[src/rtl/cursor_blink_ctrl.sv]
// Cursor blink timebase, cursor position tracking and paint/erase sequencing
// of the cursor bit in the text-attribute RAM through one req/ack write port.
module cursor_blink_ctrl #(
  parameter int unsigned ClkFrequency = 32'd100_000_000,
  parameter int unsigned BlinkHz      = 32'd2,
  parameter int unsigned COLS         = 32'd80,
  parameter int unsigned ROWS         = 32'd25,
  parameter int unsigned ADDR_W       = 32'd12
) (
  input  logic              clk,
  input  logic              sync_reset,
  input  logic              cursor_en,
  input  logic              pos_valid,
  input  logic [6:0]        cursor_x,
  input  logic [4:0]        cursor_y,
  output logic              wr_req,
  output logic [ADDR_W-1:0] wr_addr,
  output logic              wr_cursor,
  input  logic              wr_ack,
  output logic              blink_phase,
  output logic              cursor_drawn
);

  localparam int unsigned       PHASE_CYCLES = ClkFrequency / (32'd2 * BlinkHz);
  localparam logic [31:0]       PHASE_LAST   = 32'(PHASE_CYCLES - 32'd1);
  localparam logic [ADDR_W-1:0] COLS_A       = ADDR_W'(COLS);

  typedef enum logic [1:0] {
    ST_IDLE  = 2'd0,
    ST_CLEAR = 2'd1,
    ST_SET   = 2'd2
  } state_t;

  state_t              state_r;
  state_t              state_nx_s;
  logic [31:0]         cnt_r;
  logic                phase_r;
  logic [ADDR_W-1:0]   tgt_addr_r;
  logic [ADDR_W-1:0]   set_addr_r;
  logic [ADDR_W-1:0]   drawn_addr_r;
  logic                drawn_r;
  logic                wr_req_r;
  logic [ADDR_W-1:0]   wr_addr_r;
  logic                wr_cursor_r;
  logic                wr_req_s;
  logic [ADDR_W-1:0]   wr_addr_s;
  logic                wr_cursor_s;
  logic                load_set_s;
  logic                pos_ok_s;
  logic [ADDR_W-1:0]   pos_addr_s;
  logic                want_s;
  logic                xfer_s;

  // An out-of-range position is dropped entirely, so only in-range loads count.
  assign pos_ok_s   = pos_valid && (32'(cursor_x) < COLS) && (32'(cursor_y) < ROWS);
  assign pos_addr_s = ADDR_W'(cursor_y) * COLS_A + ADDR_W'(cursor_x);
  assign want_s     = cursor_en & phase_r;
  assign xfer_s     = wr_req_r & wr_ack;

  // Blink timebase; a position load restarts the on-half so a moved cursor shows at once.
  always_ff @(posedge clk) begin
    if (sync_reset) begin
      cnt_r   <= 32'd0;
      phase_r <= 1'b1;
    end else if (pos_ok_s) begin
      cnt_r   <= 32'd0;
      phase_r <= 1'b1;
    end else if (cnt_r == PHASE_LAST) begin
      cnt_r   <= 32'd0;
      phase_r <= ~phase_r;
    end else begin
      cnt_r   <= cnt_r + 32'd1;
    end
  end

  // Target cell address, updated only by an in-range position strobe.
  always_ff @(posedge clk) begin
    if (sync_reset) begin
      tgt_addr_r <= {ADDR_W{1'b0}};
    end else if (pos_ok_s) begin
      tgt_addr_r <= pos_addr_s;
    end else begin
      tgt_addr_r <= tgt_addr_r;
    end
  end

  // Next state and next port values; erase always wins so an old cell is never left painted.
  always_comb begin
    state_nx_s  = state_r;
    wr_req_s    = 1'b0;
    wr_addr_s   = {ADDR_W{1'b0}};
    wr_cursor_s = 1'b0;
    load_set_s  = 1'b0;
    case (state_r)
      ST_IDLE: begin
        if (drawn_r && (!want_s || (drawn_addr_r != tgt_addr_r))) begin
          state_nx_s  = ST_CLEAR;
          wr_req_s    = 1'b1;
          wr_addr_s   = drawn_addr_r;
          wr_cursor_s = 1'b0;
        end else if (!drawn_r && want_s) begin
          state_nx_s  = ST_SET;
          wr_req_s    = 1'b1;
          wr_addr_s   = tgt_addr_r;
          wr_cursor_s = 1'b1;
          load_set_s  = 1'b1;
        end else begin
          state_nx_s  = ST_IDLE;
        end
      end
      ST_CLEAR: begin
        if (xfer_s) begin
          state_nx_s  = ST_IDLE;
        end else begin
          wr_req_s    = 1'b1;
          wr_addr_s   = drawn_addr_r;
          wr_cursor_s = 1'b0;
        end
      end
      ST_SET: begin
        if (xfer_s) begin
          state_nx_s  = ST_IDLE;
        end else begin
          wr_req_s    = 1'b1;
          wr_addr_s   = set_addr_r;
          wr_cursor_s = 1'b1;
        end
      end
      default: begin
        state_nx_s = ST_IDLE;
      end
    endcase
  end

  // State, registered write port and the record of what the RAM currently holds.
  always_ff @(posedge clk) begin
    if (sync_reset) begin
      state_r      <= ST_IDLE;
      wr_req_r     <= 1'b0;
      wr_addr_r    <= {ADDR_W{1'b0}};
      wr_cursor_r  <= 1'b0;
      set_addr_r   <= {ADDR_W{1'b0}};
      drawn_r      <= 1'b0;
      drawn_addr_r <= {ADDR_W{1'b0}};
    end else begin
      state_r     <= state_nx_s;
      wr_req_r    <= wr_req_s;
      wr_addr_r   <= wr_addr_s;
      wr_cursor_r <= wr_cursor_s;
      if (load_set_s) begin
        set_addr_r <= tgt_addr_r;
      end else begin
        set_addr_r <= set_addr_r;
      end
      if (xfer_s && (state_r == ST_CLEAR)) begin
        drawn_r <= 1'b0;
      end else if (xfer_s && (state_r == ST_SET)) begin
        drawn_r      <= 1'b1;
        drawn_addr_r <= set_addr_r;
      end else begin
        drawn_r      <= drawn_r;
      end
    end
  end

  assign wr_req       = wr_req_r;
  assign wr_addr      = wr_addr_r;
  assign wr_cursor    = wr_cursor_r;
  assign blink_phase  = phase_r;
  assign cursor_drawn = drawn_r;

endmodule

[config.mk]
export PLATFORM = sky130hd
export DESIGN_NAME = cursor_blink_ctrl
export DESIGN_NICKNAME = d
export VERILOG_FILES = /design/src/rtl/cursor_blink_ctrl.sv
export SDC_FILE = /design/constraint.sdc
export NUM_CORES = 1
export LEC_CHECK = 0
export ABC_AREA = 1
export ABC_CLOCK_PERIOD_IN_PS = 2400
export BUFFER_PORTS_ARGS = -buffer_cell sky130_fd_sc_hd__buf_2
export CELL_PAD_IN_SITES_DETAIL_PLACEMENT = 1
export CELL_PAD_IN_SITES_GLOBAL_PLACEMENT = 1
export CORE_MARGIN = 2
export CORE_UTILIZATION = 30
export DETAILED_ROUTE_END_ITERATION = 10
export PLACE_DENSITY_LB_ADDON = 0.12
export RECOVER_POWER = 50
export SYNTH_ARGS = -nofsm -noshare
export SYNTH_HDL_FRONTEND = slang
export SYNTH_SLANG_ARGS = --single-unit
export TNS_END_PERCENT = 1
[constraint.sdc]
create_clock -name clk -period 2.4 [get_ports clk]
set_input_delay 0.36 -clock clk [delete_from_list [all_inputs] [get_ports clk]]
set_output_delay 0.36 -clock clk [all_outputs]
set_load 0.01 [all_outputs]
==> results summary, run 1 <==
The run finished with clean final reports. The diode insertion count for antenna repair came out at 0. The deepest clock path buffer count came out at 2. The critical path's top delay family is buffers and inverters. The number of global-route vias before repair is ~4.5k. The global routing usage on met2 came out at 27.21%. The reg-to-reg setup timing slack came out at 0.32 ns. In this run, synthesis inferred 0 flip-flops with an integrated enable. The number of nets at the end of the flow is between 700 and 800.

The maximum number of pins on one net before global-route repair is 33. The critical path goes through inv_1 > ha_1 > nand2_1 > clkbuf_1 > nor2_1 > inv_1 > nand2_1 > nand2_1 > a21oi_1. The count of pins on the block boundary came out at 33. The post-CTS setup buffer count is 0. In the synthesized netlist the dominant register cell turns out to be dfxtp_1.

CTS saw 86 sinks. The library cell used as clock root buffer is clkbuf_16. The total number of placement rows came out at between 40 and 50. The starting density of the core is 30.91%. The global routing stage identified its most utilized layer as met2.

The total vias in the final route came out at 4229. The worst pin sits at a relative slew slack of 49.04%. The worst hold path endpoint is tgt_addr_r[0]. Summed over all instances, the cell type with the most area after synthesis is dfxtp_1. Setup repair after global routing left no endpoint under its margin. The total of fill cells in the finished design came out at 1845. The number of nets handed over by synthesis was 682.

The number of buffer and inverter instances along the worst setup path is 3. The upper clock frequency limit came out at 480.4 MHz. The setup skew after layout came out at 0.005825 ns. For this run, the total global-route usage over all layers was measured as 17.25%. The number of clock buffers inserted by TritonCTS came out at 9.

The length of the first detailed-routing pass in iterations came out at 4. The later pin in the worst-skew pair is clocked with a latency of 0.35 ns. The average wire per standard cell came out at 15.00 um. Summing every instance area after synthesis gives between 0.004 and 0.005 sq mm.

After detailed routing, the total wire length is 13130 um. The detailed-route vias per instance came out at 4.833. In this run the worst path has a maximum fanout of 13. The worst hold path was traced through 3 stages. For this run, asynchronously set or reset flops after synthesis account for 0%. After detailed routing, the number of remaining DRC violations is 0. The worst setup path is captured at a register. The number of antenna violations at the first check in global routing was 0. Of the cells placed in the final design, the portion with a size suffix greater than 1 is 8.104%. The max-cap check violation count came out at 0. For this design the ratio of total power to cell area is 735.5 mW/mm^2. The signed area change from the synthesized netlist to the final layout came out at 14.10%. The clock period minus final worst setup slack came out at 2.082 ns.

In this run the critical register-to-register path is captured at wr_addr[9]. After detailed placement, the design holds a cell count of about 860. The clock-pin slew of the registers on the worst-case setup and hold paths is 0.06 ns.

The die boundary width came out at 126.6 um. The number of hold-slack violations in the final timing report is 0. The number of gates given a new drive strength after cts is 0. Setup violations remaining at the end of the flow were counted as 0. The largest stage delay on the critical path came out at ~0.55 ns. The die covers 0.01603 sq mm. The total negative setup slack came out at 0 ns.

The number of library cell types mapped by synthesis came out at 36. IR analysis of the VDD net gives a maximum drop of 0.3541 mV. The type of the worst setup path is register to register. The leakage power of the design is 1.906 nW.

The worst path required time is 2.62 ns. The total congestion overflow is 0. Among all stages on the critical path, the largest delay is contributed by clkbuf_1.

The launch point of the worst hold path is cursor_x[0]. The final non-filler cell total came out at 875. The min-delay analysis places its worst path in the category primary input to register. The post-route fraction of the period consumed by the critical path is about 87%.

In the post-synthesis netlist, the biggest area contributors are dfxtp_1 38%, nand2_1 12%, inv_1 8.3%. The first global-routing pass estimated 22140 um of wire. For the worst flop-to-flop path, the logic depth is 9. The placeable core area came out at 0.01459 sq mm. The max-slew violation count is 0. The count of buffers from port buffering came out at 32. At the pin with the least slew margin, the transition time is 0.7645 ns. The number of synthesized register bits came out at 86. Data on the critical path arrives at its endpoint at 2.30 ns. In this run the remaining antenna-violating nets after routing total 0. The count of hold-fix buffers inserted at cts came out at 0. The Yosys warning count came out at 0. STA classifies the critical path startpoint as a register. The placer's final routability congestion estimate is 0.8593. The met3 layer usage reported by global route is ~4.2%. The source of the worst register-to-register timing path is state_r[0]. The synthesized netlist cell count is 649. The library cell with the highest instance count after synthesis is nand2_1.

TritonCTS built the clock tree. The share of Yosys cell area claimed by the top area cell type came out at roughly two fifths. The H-tree depth came out at 3. Counting buffers and inverters, the worst setup path is 9 cells deep. The HPWL reported at the end of detailed placement came out at between 10000 and 15000 um. In this design, the critical path's most frequently occurring cell is nand2_1. Each instance of the synthesized netlist takes up on average 6.948 sq um. The die height is roughly 130 um. The sequential fraction of the synthesis area came out at about two fifths. The violation count after the first detailed-routing iteration came out at a little over 200. The met1 capacity usage during global routing came out at 23.88%. After synthesis, the most frequently instantiated cells are 147 x nand2_1, 100 x inv_1, 86 x dfxtp_1.
worst reg2reg max path, delay by kind of cell (launching register included):
kind                     cells  cell delay (ns)
flip-flops                   1             0.39
buffers and inverters        3             0.74
adder cells (fa/ha/maj)      1             0.24
AO/OA/AOI/OAI                1             0.06
AND/OR/NAND/NOR              4             0.51
logic make-up (layout without fill, tap and decap cells):
kind of cell	after synthesis	in the layout	share of synthesized area, %
AO/OA/AOI/OAI	117	117	13.65
XOR/XNOR	15	15	2.913
adder cells (fa/ha/maj)	16	16	4.773
buffers and inverters	123	165	10.96
flip-flops	86	86	38.18
AND/OR/NAND/NOR	292	292	29.52
report_power, final:
part / internal (mW) / switching (mW)
clock: 0.859 / 0.587
combinational: 0.226 / 0.512
sequential: 1.54 / 0.0638
how the worst max path moves through the flow:
stage,start,to,slack [ns]
after global placement,cursor_y[1],tgt_addr_r[10],0.12
after detailed placement,cursor_y[1],tgt_addr_r[10],0.02
after global routing,state_r[0],wr_addr[8],0.15
after CTS,cursor_y[1],tgt_addr_r[10],0.40
after floorplan,cursor_y[1],tgt_addr_r[10],0.38
final,state_r[0],wr_addr[9],0.32
cell usage in the layout (no fill, tap or decap), drive strengths merged, types with 5 or more instances in the layout:
master  instances
nand4          17
nor2           54
a21oi          67
buf            17
xor2           10
ha             14
o22ai          13
xnor2           5
or2             7
nor3           15
dfxtp          86
nor4            5
inv           106
nand3          38
nand2         150
o21ai          33
clkbuf         38
sequential cells by signal, summed over array words and instances, names as in the netlist:
| register | count |
|---|---|
| blink_phase | 1 |
| cnt_r | 32 |
| cursor_drawn | 1 |
| drawn_addr_r | 12 |
| set_addr_r | 12 |
| state_r | 2 |
| tgt_addr_r | 12 |
| wr_addr | 12 |
| wr_cursor | 1 |
| wr_req | 1 |
routing by layer:
layer	vias up	part of all wire, %
met1	2003	52
met2	53	44
met3	11	3.0
met5	-	0
li1	2162	-
met4	0	1.1
per-stage QoR:
stage / setup slack [ns] / power, mW / cell area [sq um] / hold slack (ns) / util (%)
after floorplan: 0.3821 / 2.137 / 4509 / 0.4389 / -
after global placement: 0.1162 / 2.389 / 4898 / 0.4493 / 33.58
after detailed placement: 0.02166 / 2.408 / 4898 / 0.4586 / 33.58
after CTS: 0.3986 / 3.881 / 5200 / 0.2938 / 35.64
after global routing: 0.1454 / 4.019 / 5145 / 0.3164 / 35.27
final: 0.3183 / 3.784 / 5145 / 0.3097 / 35.27
area by class of cell:
type	instances	area [sq um]	share of cell area, %
Sequential cell	86	1722	33.46
Timing Repair Buffer	43	205.2	3.988
Clock buffer	12	256.5	4.985
Tap cell	184	230.2	4.475
Clock inverter	4	45.04	0.8755
Multi-Input combinational cell	440	2288	44.48
Inverter	106	397.9	7.733
No activity file was read; power rests on OpenSTA's default activity.
==> run 2, diff against run 1 <==
==> constraint.sdc (replaced) <==
create_clock -name clk -period 2.4 [get_ports clk]
set_input_delay 0.36 -clock clk [delete_from_list [all_inputs] [get_ports clk]]
set_output_delay 0.36 -clock clk [all_outputs]
set_load 0.05 [all_outputs]
==> run 2 against run 1 <==
Clock power hardly changed. Core utilization about the same. Fmax increased by 0.41%. Combinational power is 16% higher. Cell area grew 0.12%. Critical path type unchanged. Highest routed layer unchanged.
==> results summary, run 2 (synthesis gave the netlist of run 1 again) <==
The detailed-route vias per instance is 4.846. Entering global routing, the biggest net connects 33 pins. In this run the most used layer during global routing was met2.

The deepest clock path buffer count is 2. The initial utilization of the core area, before any placement, comes to 30.91%. The wire length of the first global-routing pass is 22140 um. The worst max-slew margin expressed relative to the limit came out at 52.68%.

The worst path required time is 2.62 ns. The worst min-delay path class is primary input to register. The count of buffers from port buffering is 32.

The worst-path cell with the longest stage delay is clkbuf_1. The length of the first detailed-routing pass in iterations is 4. The total negative setup slack came out at 0 ns. The number of antenna-violating nets in the routed design came out at 0.

IR analysis of the VDD net gives a maximum drop of ~0.35 mV. For this block, the routed nets add up to 13140 um of wire. In the global route stage, met1 resource usage came out at 23.88%.

The total number of clock tree sinks came out at 86. The total vias in the final route came out at 4240. The diode insertion count for antenna repair is 0. In this run the critical register-to-register path is launched from state_r[0]. Setup repair after global routing left no endpoint under its margin. Once the clock tree was built, the resizer swapped 0 gates to a different size. The remaining routing DRC violations is 0. The critical path's top delay family is buffers and inverters. The count of pins on the block boundary is 33. The number of flip-flops under the largest register name came out at 32. In the finished design, the share of the clock period the worst path needs comes to a little under nine tenths. In this run the horizontal extent of the chip is 126.6 um. The worst setup path is captured at a register.

The max-cap check violation count is 0. The critical path is of the register to register type. Clock skew on the completed layout was measured at ~0.0066 ns. The reg-to-reg setup timing slack is approximately 0.33 ns. The global routing usage on met2 is a little over a quarter. The largest stage delay on the critical path is 0.55 ns.

Leaving out fill and tap cells, the most frequent cell in the layout is nand2_1. The cell count after placement came out at 859. The leakage power of the design came out at approximately 1.9 nW. The largest fanout of any net on the critical path came out at 13. The clock tree from TritonCTS is yes.

The die area came out at between 0.015 and 0.02 sq mm. The endpoint identified for the worst register-to-register timing path is wr_addr[9]. The clock period minus final worst setup slack came out at 2.073 ns. The number of nets at the end of the flow is a little over 700.

The utilization after layout is 35.31%. The max-slew violation count came to 0. The count of cells along the worst register-to-register path came out at 9. The cell sitting at the root of the clock tree is a clkbuf_16.

Setup violations remaining at the end of the flow were counted as 0. The number of buffer and inverter instances along the worst setup path came out at 3. The kind of start point of the critical path is a register. The overall global routing resource usage is 17.25%. The area of the multi-input gates is 0.002288 sq mm. The sequential cell area in the final layout is roughly 0.0017 sq mm. The flow ran to the end, and the final reports show no timing, DRC or antenna violations. The register name with the most flops is cnt_r.

The number of global-route vias before repair came to 4473. Leaving out fill and tap cells, the most frequent cells in the layout are 147 x nand2_1, 101 x inv_1, 86 x dfxtp_1, 66 x a21oi_1, 49 x nor2_1. The final non-filler cell total is 875. The number of antenna violations at the first check in global routing is 0.

The count of hold-fix buffers inserted at cts came out at 0. The number of clock buffers inserted by TritonCTS is 9. The total of fill cells in the finished design came out at 1846. The upper clock frequency limit is 482.3 MHz. The violation count after the first detailed-routing iteration came out at ~190. Walking the worst path, the cells encountered are inv_1 > ha_1 > nand2_1 > clkbuf_1 > nor2_1 > inv_1 > nand2_1 > nand2_1 > a21oi_1. Counting stages on the worst path, the most repeated cell is nand2_1. The worst hold path endpoint is tgt_addr_r[0].

For this run the aggregate overflow at the end of global routing stands at 0. At the pin with the least slew margin, the transition time is ~0.7 ns. The congestion estimate from routability-driven global placement came to 0.8593. In this run the most critical hold path is launched from cursor_x[0]. The number of hold-slack violations in the final timing report came out at 0.

In the final layout, the share of cells above drive strength 1 is 8.249%. The power density normalized to cell area is 757.9 mW/mm^2. The total number of placement rows came out at 44. Clock-pin slew was measured on the worst setup and hold paths at 0.06 ns. The critical path data arrival time came out at between 2 and 2.5 ns. Relative to the synthesized area, the layout overhead comes to 14.23%. The cell depth of the worst min-delay path is 3.

The clock network latency to the later pin of the worst-skew pair is 0.35 ns. The average wire per standard cell came out at 15.02 um. For met3 alone, demand over resource in global routing was 4.218%. The HPWL reported at the end of detailed placement is approximately 10000 um. The H-tree depth came out at 3. The die height is approximately 130 um. The number of setup buffers added after CTS is 0. The placeable core area came out at 0.01459 sq mm.
## run 2: changes by cell type in the layout (fill, tap and decap cells not counted)
cell,previous run,this run
buf_4,3,5
clkbuf_1,27,26
buf_2,13,12
## run 2: layer usage
metal,wire (um),vias to the layer above
li1,-,2164
met1,6787,2017
met2,5778,50
met3,448,9
met4,126,0
met5,0,-
## run 2: cell type report
| class | count | share of cell area [%] |
|---|---|---|
| multi-input cells | 440 | 44.43 |
| flip-flops and latches | 86 | 33.42 |
| inverters | 106 | 7.724 |
| clock buffers | 12 | 4.979 |
| well taps | 184 | 4.469 |
| repair buffers | 43 | 4.105 |
| clock inverters | 4 | 0.8744 |
## run 2: worst max-delay path by stage
| stage | startpoint | end | slack [ns] | depth (start not counted) |
|---|---|---|---|---|
| 2_1_floorplan | cursor_y[1] | tgt_addr_r[10] | 0.38 | 8 |
| 3_3_place_gp | cursor_y[1] | tgt_addr_r[10] | 0.12 | 9 |
| 3_5_place_dp | cursor_y[1] | tgt_addr_r[10] | 0.02 | 9 |
| 4_1_cts | cursor_y[1] | tgt_addr_r[10] | 0.40 | 9 |
| 5_1_grt | state_r[0] | wr_addr[8] | 0.15 | 9 |
| 6_report | state_r[0] | wr_addr[9] | 0.33 | 9 |
## run 2: power by group
| part | switching [mW] | internal, mW | leakage, nW |
|---|---|---|---|
| Combinational | 0.624 | 0.230 | 1.06 |
| Sequential | 0.0636 | 1.54 | 0.697 |
| Clock | 0.591 | 0.859 | 0.152 |
## run 2: per-stage QoR
step / power [mW] / setup WS, ns / hold WS, ns / instance area (sq um)
finish: 3.904 / 0.3268 / 0.3092 / 5151
global route: 4.135 / 0.1493 / 0.3164 / 5151
CTS: 3.995 / 0.3986 / 0.2938 / 5200
detailed placement: 2.522 / 0.02166 / 0.4586 / 4898
global placement: 2.502 / 0.1162 / 0.4493 / 4898
floorplan: 2.249 / 0.3821 / 0.4389 / 4509
## run 2: tightest hold or removal path, delay by kind of cell
family	cells	cell delay [ns]
AOI/OAI and AO/OA	2	0.18
buffers and inverters	1	0.07
==> run 3, diff against run 2 <==
--- a/config.mk
+++ b/config.mk
@@ -5,7 +5,6 @@
 export SDC_FILE = /design/constraint.sdc
 export NUM_CORES = 1
 export LEC_CHECK = 0
-export ABC_AREA = 1
 export ABC_CLOCK_PERIOD_IN_PS = 2400
 export BUFFER_PORTS_ARGS = -buffer_cell sky130_fd_sc_hd__buf_2
 export CELL_PAD_IN_SITES_DETAIL_PLACEMENT = 1
==> run 3 against run 2 <==
Non-clock buffer count grew 11. Critical path depth unchanged. Highest routed layer unchanged. Global-route usage down 0.66 points.
==> results summary, run 3 <==
Setup repair after global routing left no endpoint under its margin. The slack of the critical path is 0.2383 ns. The clock network accounts for between 40% and 50% of the total power. The sequential fraction of the synthesis area came out at 40.77%. The total congestion overflow is 0. The netlist uses 50 different library cells. The number of flip-flops under the largest register name is 32. Pin placement for this block handled 33 I/O pins.

Once layout is complete, the utilization of the core stands at 35.66%. The total length of routed wires is 11740 um. The actual transition at the worst max-transition pin is 0.9054 ns.

The commonest cells after synthesis are 86 x dfxtp_1, 84 x nand2_1, 40 x a21oi_1. For this run, asynchronously set or reset flops after synthesis account for 0%. After detailed routing, the average wire length per cell comes to approximately 16 um.

The synthesized netlist cell count is 501. TritonCTS built the clock tree. The count of nets left with antenna violations once routing finished came out at 0. The worst min-delay path class is primary input to register. The count of buffers from port buffering came out at 32. The wire length of the first global-routing pass is 19220 um. The library cell used most frequently in the layout, excluding fill and tap cells, is dfxtp_1. The placer's final routability congestion estimate came out at around 0.76.

The number of nets at the end of the flow came out at roughly 570. The clock network latency to the later pin of the worst-skew pair is 0.34 ns. The fraction of layout instances using a drive strength above 1 is 12.66%.

Clock-pin slew was measured on the worst setup and hold paths at around 0.07 ns. After synthesis, the cell types taking the most area are dfxtp_1 41%, nand2_1 7.5%, xor2_1 4.8%. The instance area at placement came out at 0.004672 sq mm.

The number of hold-slack violations in the final timing report was 0. In this run the core area contains 43 standard-cell rows. The internal power came out at approximately 2.4 mW.

Summed over all failing endpoints, the final setup total negative slack is 0 ns. The HPWL reported at the end of detailed placement came out at around 8300 um. The worst max-slew margin expressed relative to the limit came out at 39.64%. After clock tree synthesis, the flow added hold-fix buffers numbering 0. The register name with the most flops is cnt_r. The worst path required time is 2.59 ns. The max-slew violation count is 0. The die is 122.6 um wide.

Relative to the synthesized area, the layout overhead comes to 16.77%. The deepest clock path buffer count came out at 2. Counting flops and latches in the post-synthesis netlist gives 86. The critical path is of the primary input to register type.

The total number of clock tree sinks is 86. The root buffer cell chosen for the clock tree is clkbuf_16. Summed over its instances, the top area cell type makes up 40.77% of the synthesized netlist area. Each instance of the synthesized netlist takes up on average 8.429 sq um. In the post-synthesis netlist, the cell with the most instances is dfxtp_1. Net switching is 26.34% of the power. Counting I/O delays and the setup requirement, the final critical path takes 2.162 ns. The critical path data arrival time is 2.35 ns. In this run the cell area of the synthesized design comes to 0.004223 sq mm. The post-route fraction of the period consumed by the critical path is 90.07%. In the routed design, unresolved DRC markers number 0. The number of global-route vias before repair is 3611. The library cells used most frequently in the layout, excluding fill and tap cells, are 86 x dfxtp_1, 84 x nand2_1, 40 x a21oi_1, 32 x nor2_1, 23 x xor2_1.

The total vias in the final route is 3694. The largest voltage drop on the vdd net came out at 0.3078 mV. The endpoint type of the worst setup path is a register.

The upper clock frequency limit came out at about 460 MHz. The starting density of the core came out at a little under a third. 0 antenna diodes ended up in the layout. The die height is 122.6 um.

The kind of start point of the critical path is a primary input. The largest fanout of any net on the critical path is 3. The max-cap check violation count is 0. The sequential cell fraction of total power is 46.3%. The worst slack at placement is -0.1274 ns. TritonCTS created 9 clock buffers. Summed over all cells, the static leakage comes to 1.789 nW. The switching power of the nets came out at 854.4 uW. After floorplanning, the core was sized to cover 0.01383 sq mm. In this run the power density over the cells is 657.8 mW/mm^2. Entering global routing, the biggest net connects 24 pins.

The final design area excluding fillers came out at 0.004931 sq mm. The overall global routing resource usage is 16.59%. The biggest area contributor in the post-synthesis netlist is dfxtp_1. The die area is 0.01504 sq mm. The length of the first detailed-routing pass in iterations came out at 4. The count of final setup violators came out at 0. After the first detailed-routing iteration, the DRC count stood at 144. The detailed-route vias per instance came out at 5.095. Synthesis produced a netlist with a net count of 534.

Once the clock tree was built, the setup fixing pass inserted 0 buffers. The H-tree depth came out at 3. The setup skew after layout is ~0.0070 ns.

The prevailing post-synth register cell is dfxtp_1. The run finished with clean final reports. The number of antenna violations at the first check in global routing is 0. The combinational fraction of design power came out at a little under an eighth.

Yosys mapped a number of flops with a built-in enable equal to 0. The number of gates given a new drive strength after cts is 0. The Yosys warning count came out at 0.
-- run 3: cell count changes in the layout (fill, tap and decap cells not counted), sizes merged, moves of 13 or more --
cell   change
inv       -99
a21oi     -27
nand3     -16
xnor2     +16
o21ai     -15
xor2      +13
nand2     -66
buf       +17
-- run 3: worst paths after layout --
| path | from | end | slack, ns | cells after the start |
|---|---|---|---|---|
| setup / recovery | cursor_y[1] | tgt_addr_r[11] | 0.24 | 9 |
| hold / removal | wr_ack | cursor_drawn | 0.26 | 2 |
| setup reg to reg | cnt_r[9] | cnt_r[26] | 0.26 | 6 |
| hold reg to reg | cnt_r[0] | cnt_r[0] | 0.46 | 1 |
-- run 3: area by class of cell --
| cell class | instances | area [sq um] |
|---|---|---|
| clock inverters | 3 | 17.52 |
| well taps | 180 | 225.2 |
| flip-flops and latches | 86 | 1722 |
| repair buffers | 54 | 309.0 |
| multi-input cells | 382 | 2361 |
| inverters | 7 | 26.28 |
| fillers | 1639 | 8896 |
| clock buffers | 13 | 270.3 |
-- run 3: routing by layer --
metal | vias to the layer above | GRT usage [%] | wire length (um)
met2 | 45 | 25.56 | 5307
met1 | 1797 | 23.33 | 5962
met4 | 0 | 5.316 | 108
met5 | - | 0 | 0
li1 | 1844 | - | -
met3 | 8 | 3.160 | 361
-- run 3: worst max-delay path, cell delays in order --
cell and delay [ns]:
clkbuf_1 0.09, ha_1 0.29, ha_1 0.23, fa_1 0.45
and3_1 0.16, a41oi_1 0.26, o21ai_0 0.15, a221oi_1 0.26
a211oi_1 0.11
-- run 3: power by group through the flow --
stage	Clock [mW]	Sequential [mW]	Combinational, mW
after global placement	0	1.53	0.387
after global routing	1.47	1.51	0.425
after detailed placement	0	1.53	0.393
after CTS	1.41	1.50	0.395
final	1.36	1.50	0.381
after floorplan	0	1.56	0.223
-- run 3: cell families after synthesis --
group | Yosys count | share of synthesized area, %
AOI/OAI and AO/OA | 111 | 16.53
xor gates and xnor gates | 44 | 9.126
adders and majority gates | 16 | 5.096
buffers and inverters | 33 | 3.318
DFF | 86 | 40.77
muxes | 1 | 0.2370
and+or+nand+nor | 210 | 24.92
-- run 3: stage by stage --
stage / hold slack [ns] / instances / power [mW]
after floorplan: 0.4296 / 501 / 1.784
after global placement: 0.4484 / 709 / 1.919
after detailed placement: 0.4559 / 709 / 1.926
after CTS: 0.2464 / 725 / 3.308
after global routing: 0.2576 / 725 / 3.406
final: 0.2581 / 725 / 3.244
